## config.mk

```make
export PLATFORM = sky130hd
export DESIGN_NAME = luma_sched
export DESIGN_NICKNAME = d
export VERILOG_FILES = /design/src/rtl/luma_sched.sv
export SDC_FILE = /design/constraint.sdc
export NUM_CORES = 1
export LEC_CHECK = 0
export ABC_AREA = 1
export CORE_MARGIN = 1.5
export CORE_UTILIZATION = 30
export DETAILED_ROUTE_END_ITERATION = 12
export PLACE_DENSITY = 0.63
export REMOVE_ABC_BUFFERS = 1
export SLEW_MARGIN = 20
export SYNTH_ARGS = -nofsm -noshare
export SYNTH_HDL_FRONTEND = slang
export SYNTH_SLANG_ARGS = --single-unit
```

## constraint.sdc

```tcl
create_clock -name clk -period 2.35 [get_ports clk]
set_clock_uncertainty 0.2 [all_clocks]
set_input_delay 0.3525 -clock clk [delete_from_list [all_inputs] [get_ports clk]]
set_output_delay 0.3525 -clock clk [all_outputs]
set_load 0.05 [all_outputs]
```

## src/rtl/luma_sched.sv

```systemverilog
// luma_sched: arbitrates two pixel sources onto one external RGB->luma converter.
// Ports: clk, reset (async low); s0_*/s1_* valid/ready sources; conv_rgb/conv_l converter link;
// m_* show-ahead output stream; stat_clr/stat_px0/stat_px1 beat counters (macro LUMA_SCHED_STATS_EN).
module luma_sched #(
  parameter int CONV_LAT   = 1,
  parameter int FIFO_DEPTH = 4,
  parameter bit LINE_LOCK  = 1'b0
) (
  input  logic        clk,
  input  logic        reset,
  input  logic [23:0] s0_rgb,
  input  logic        s0_valid,
  input  logic        s0_last,
  output logic        s0_ready,
  input  logic [23:0] s1_rgb,
  input  logic        s1_valid,
  input  logic        s1_last,
  output logic        s1_ready,
  output logic [23:0] conv_rgb,
  input  logic [7:0]  conv_l,
  output logic [7:0]  m_l,
  output logic        m_src,
  output logic        m_last,
  output logic        m_valid,
  input  logic        m_ready,
  input  logic        stat_clr,
  output logic [31:0] stat_px0,
  output logic [31:0] stat_px1
);
  localparam int AW = $clog2(FIFO_DEPTH);
  localparam int CW = $clog2(FIFO_DEPTH + 1);
  localparam int IW = $clog2(CONV_LAT + 1);

  typedef enum logic [1:0] {IDLE, G0, G1} state_t;

  state_t state, state_nx;
  logic rr_last;
  logic mid;
  logic credit;
  logic acc0, acc1, acc;
  logic acc_last;
  logic [IW-1:0] inflight;
  logic [CW-1:0] fifo_cnt;
  logic [CONV_LAT-1:0] pv, ps, pl;
  logic push, pop;
  logic [AW-1:0] wp, rp;
  logic [9:0] mem [FIFO_DEPTH];
  logic [9:0] head;

  // credit covers everything accepted but not yet popped
  assign credit = (32'(inflight) + 32'(fifo_cnt))
                < 32'(FIFO_DEPTH);
  assign acc0 = s0_valid && s0_ready;
  assign acc1 = s1_valid && s1_ready;
  assign acc = acc0 || acc1;
  assign acc_last = acc1 ? s1_last : s0_last;

  always_ff @(posedge clk or negedge reset) begin
    if (!reset) begin
      state <= IDLE;
      rr_last <= 1'b1;
      mid <= 1'b0;
    end else begin
      state <= state_nx;
      if (acc) begin
        rr_last <= acc1;
        mid <= ~acc_last;
      end
    end
  end

  always_comb begin
    state_nx = state;
    unique case (state)
      IDLE: begin
        if (s0_valid && s1_valid)
          state_nx = rr_last ? G0 : G1;
        else if (s0_valid)
          state_nx = G0;
        else if (s1_valid)
          state_nx = G1;
      end
      G0: begin
        if (acc0) begin
          if (!(LINE_LOCK && !s0_last) && s1_valid)
            state_nx = G1;
        end else if (!(LINE_LOCK && mid)
                     && !s0_valid && s1_valid) begin
          state_nx = G1;
        end
      end
      G1: begin
        if (acc1) begin
          if (!(LINE_LOCK && !s1_last) && s0_valid)
            state_nx = G0;
        end else if (!(LINE_LOCK && mid)
                     && !s1_valid && s0_valid) begin
          state_nx = G0;
        end
      end
      default: state_nx = IDLE;
    endcase
  end

  always_comb begin
    s0_ready = (state == G0) && credit;
    s1_ready = (state == G1) && credit;
  end

  always_ff @(posedge clk or negedge reset) begin
    if (!reset)
      conv_rgb <= '0;
    else if (acc)
      conv_rgb <= acc1 ? s1_rgb : s0_rgb;
  end

  // side-band tags travel alongside the converter
  always_ff @(posedge clk or negedge reset) begin
    if (!reset) begin
      pv <= '0;
      ps <= '0;
      pl <= '0;
    end else begin
      pv[0] <= acc;
      ps[0] <= acc1;
      pl[0] <= acc_last;
      for (int i = 1; i < CONV_LAT; i++) begin
        pv[i] <= pv[i-1];
        ps[i] <= ps[i-1];
        pl[i] <= pl[i-1];
      end
    end
  end

  assign push = pv[CONV_LAT-1];
  assign m_valid = (fifo_cnt != '0);
  assign pop = m_valid && m_ready;

  always_ff @(posedge clk or negedge reset) begin
    if (!reset) begin
      inflight <= '0;
      fifo_cnt <= '0;
      wp <= '0;
      rp <= '0;
    end else begin
      inflight <= inflight + IW'(acc) - IW'(push);
      fifo_cnt <= fifo_cnt + CW'(push) - CW'(pop);
      if (push) wp <= wp + AW'(1);
      if (pop) rp <= rp + AW'(1);
    end
  end

  always_ff @(posedge clk) begin
    if (push)
      mem[wp] <= {conv_l, ps[CONV_LAT-1], pl[CONV_LAT-1]};
  end

  // empty FIFO presents zeros rather than a stale entry
  assign head = m_valid ? mem[rp] : 10'd0;
  assign m_l = head[9:2];
  assign m_src = head[1];
  assign m_last = head[0];

`ifdef LUMA_SCHED_STATS_EN
  always_ff @(posedge clk or negedge reset) begin
    if (!reset) begin
      stat_px0 <= '0;
      stat_px1 <= '0;
    end else if (stat_clr) begin
      stat_px0 <= '0;
      stat_px1 <= '0;
    end else begin
      if (acc0) stat_px0 <= stat_px0 + 32'd1;
      if (acc1) stat_px1 <= stat_px1 + 32'd1;
    end
  end
`else
  logic stat_unused;
  assign stat_unused = stat_clr;
  assign stat_px0 = '0;
  assign stat_px1 = '0;
`endif

endmodule
```

==> results.cfg, run 1 <==
[route]
drt_iter0_drc = 178
post_drt_wl_per_cell_um = 12.8
detail-route-antenna-nets = 0
drc = 0
wirelength_mm = 9.94
vias = 3340
drt_pass1_iterations = 4
via_per_inst = 4.29

[final_layout]
fin_nets = 665
syn_to_final_growth_pct = 30.7
layout-drive-gt1-share_pct = 12.7
diodes = 0
finish.utilization_pct = 40.6
instances_no_fill = 778

[power_and_ir_drop]
p_leak_nw = 2.70
power.ir.vdd_worst_mv = 0.637
power_density_nw_per_um2 = 1420

[yosys]
syn_area_per_cell_um2 = 8.83
synth_top_cell_area_share_pct = 27.5
ys.flop_type = edfxtp_1
synthArstFlopShare_pct = 48.7
synth-edff-count = 40
syn-cell-area_um2 = 4360
synthTopCellsByCount = nand2_1 (89), inv_1 (70), buf_4 (65)
yosys.area.top_type = edfxtp_1
yosysWarnings = 0
ys_ff_latch = 78
synth_area_leaders = edfxtp_1 (28%), dfrtp_1 (21%), buf_4 (11%)
syn_inst = 494
ys_types = 29
synth_most_common_cell = nand2_1
synth_seq_area_share_pct = 49.3

[worst_hold_path]
hp-class = reg2reg

[timing]
timing.setup.tns_ps = 0
max_slew_margin_pct = 63.2
max_freq_mhz = 445
rsz0062_at_grt = true
min_period_ps = 2250
setup_viol = 0
period_share_pct = 95.6
hold_violations = 0
slew_violations = 0
worst_pin_slew_ps = 550
timing.final.ws_setup_ps = 102

[critical_path]
cp.arrival_ps = 1700
r2r_slack_ps = 220
cp_data_required_time_ps = 1800
end_kind = primary output
cp-start-kind = flop
critical_path_class = reg2out
path_max_fanout = 22

[floorplanning]
ios = 165
die_y_um = 124
core_um2 = 14000
fp.dieW_um = 124
std_cell_rows = 43
initial_core_util_pct = 31.1
die_area_um2 = 15300

[global_route]
grt_pass1_wl_mm = 15.6
grt_pass1_vias = 3210
grt_usage_pct = 13.5
grt_max_degree = 28
antenna_found_initial = 0
overflow = 0

[placed_design]
dp_hpwl_mm = 6.98
place_congestion = 0.857
io_buffer_count = 99
dp_slack_ps = 141
dp_cells = 760

[cts]
clockBufferDepth = 2
clock_latency_ps = 340
cts_buffers = 9
post_cts.repair.setup_buffers = 0
clkTransAtPathRegs_ps = 60
clock_sinks = 78
cts_tree = yes
cts-root-buf = clkbuf_16
htreeDepth = 3

[status]
status = finished clean

[flow_run]
cap_viol_max_count = 0
-- worst paths after layout --
check                      depth (start not counted)                  start                 endpoint
max in group asynchronous                          3                  reset      rr_last$_DFFE_PN1P_
max                                                6      rp[0]$_DFFE_PN0P_                   m_l[3]
min reg2reg                                        2    rr_last$_DFFE_PN1P_      rr_last$_DFFE_PN1P_
min                                                2    rr_last$_DFFE_PN1P_      rr_last$_DFFE_PN1P_
max reg2reg                                        9  fifo_cnt[1]$_DFF_PN0_    fifo_cnt[2]$_DFF_PN0_
min in group asynchronous                          2                  reset  conv_rgb[0]$_DFFE_PN0P_
-- report_power, final --
part / leakage (nW) / internal [mW] / total [mW] / switching [mW]
Clock: 0.152 / 0.928 / 1.47 / 0.542
Combinational: 1.72 / 1.52 / 4.54 / 3.02
Sequential: 0.831 / 1.85 / 2.12 / 0.269
-- through the flow --
stage	total power [mW]	area, µm²	hold slack [ps]
final	8.13	5700	273
after global routing	8.62	5700	305
after CTS	8.11	5660	270
after detailed placement	6.58	5330	178
after global placement	6.49	5330	169
after floorplan	4.92	3980	-143
-- layout make-up --
class,instances,area (µm²)
clock buffer,10,229
clock inverter,6,86.3
fill,1414,8340
inverter,73,283
multi-input combinational,320,1570
sequential,78,2150
tap,180,225
timing repair buffer,110,1150
timing repair inverter,1,5.00
-- registers in the layout (all words and copies together), names as in the netlist, 2 cells and up --
name      flops
mem          40
conv_rgb     24
fifo_cnt      3
rp            2
state         2
wp            2
-- routing by layer --
metal  up-vias  routed length, µm  GRT usage (%)
met3        11                893           5.36
met2       130               4510           21.0
li1       1625                  -              -
met4         0                161           4.53
met5         -                  0              0
met1      1574               4380           17.1
-- cells by family (layout without fill, tap and decap cells) --
logic type	after synthesis	in the layout	synth area share, %
flops	78	78	49.3
xor+xnor	5	5	1.00
simple gates	210	210	22.6
compound gates	33	33	3.78
fa+ha+maj	8	8	2.47
buf+inv	159	200	20.7
other cells	1	64	0.0859
-- what timing repair did --
action                                 in CTS  in global routing
hold buffers                                1                  0
gates resized for setup                     2                  9
setup endpoints to repair                   5                 11
gates cloned                                0                  1
endpoints found under the hold margin      21                  0
-- cells in the final DEF, fill, tap and decap left out, drive strengths merged --
master	Yosys	routed
nand3	28	28
clkinvlp	0	3
xor2	4	4
dfrtp	37	37
buf	75	24
o21ai	22	22
xnor2	1	1
ha	7	7
nand4	25	25
clkinv	0	3
clkbuf	11	10
fa	1	1
inv	73	72
clkdlybuf4s50	0	85
edfxtp	40	40
dfstp	1	1
nor2	46	46
bufinv	0	2
conb	1	64
a21oi	11	11
dlygate4sd3	0	1
nand2	111	111
-- critical path, stage by stage, from the launching register on --
cell	delay, ps
dfrtp_2	440
buf_8	200
nor2_1	70
nor2_1	70
o21ai_0	80
a21oi_1	300
buf_12	180
Note: power is estimated with default switching activity, not from simulation.
==> run 2, diff against run 1 <==
--- a/config.mk
+++ b/config.mk
@@ -11,7 +11,7 @@
 export DETAILED_ROUTE_END_ITERATION = 12
 export PLACE_DENSITY = 0.63
 export REMOVE_ABC_BUFFERS = 1
-export SLEW_MARGIN = 20
+export SLEW_MARGIN = 10
 export SYNTH_ARGS = -nofsm -noshare
 export SYNTH_HDL_FRONTEND = slang
 export SYNTH_SLANG_ARGS = --single-unit
==> results of run 2 <==
Same layout as run 1: the final DEF is identical, and so are final timing and power.
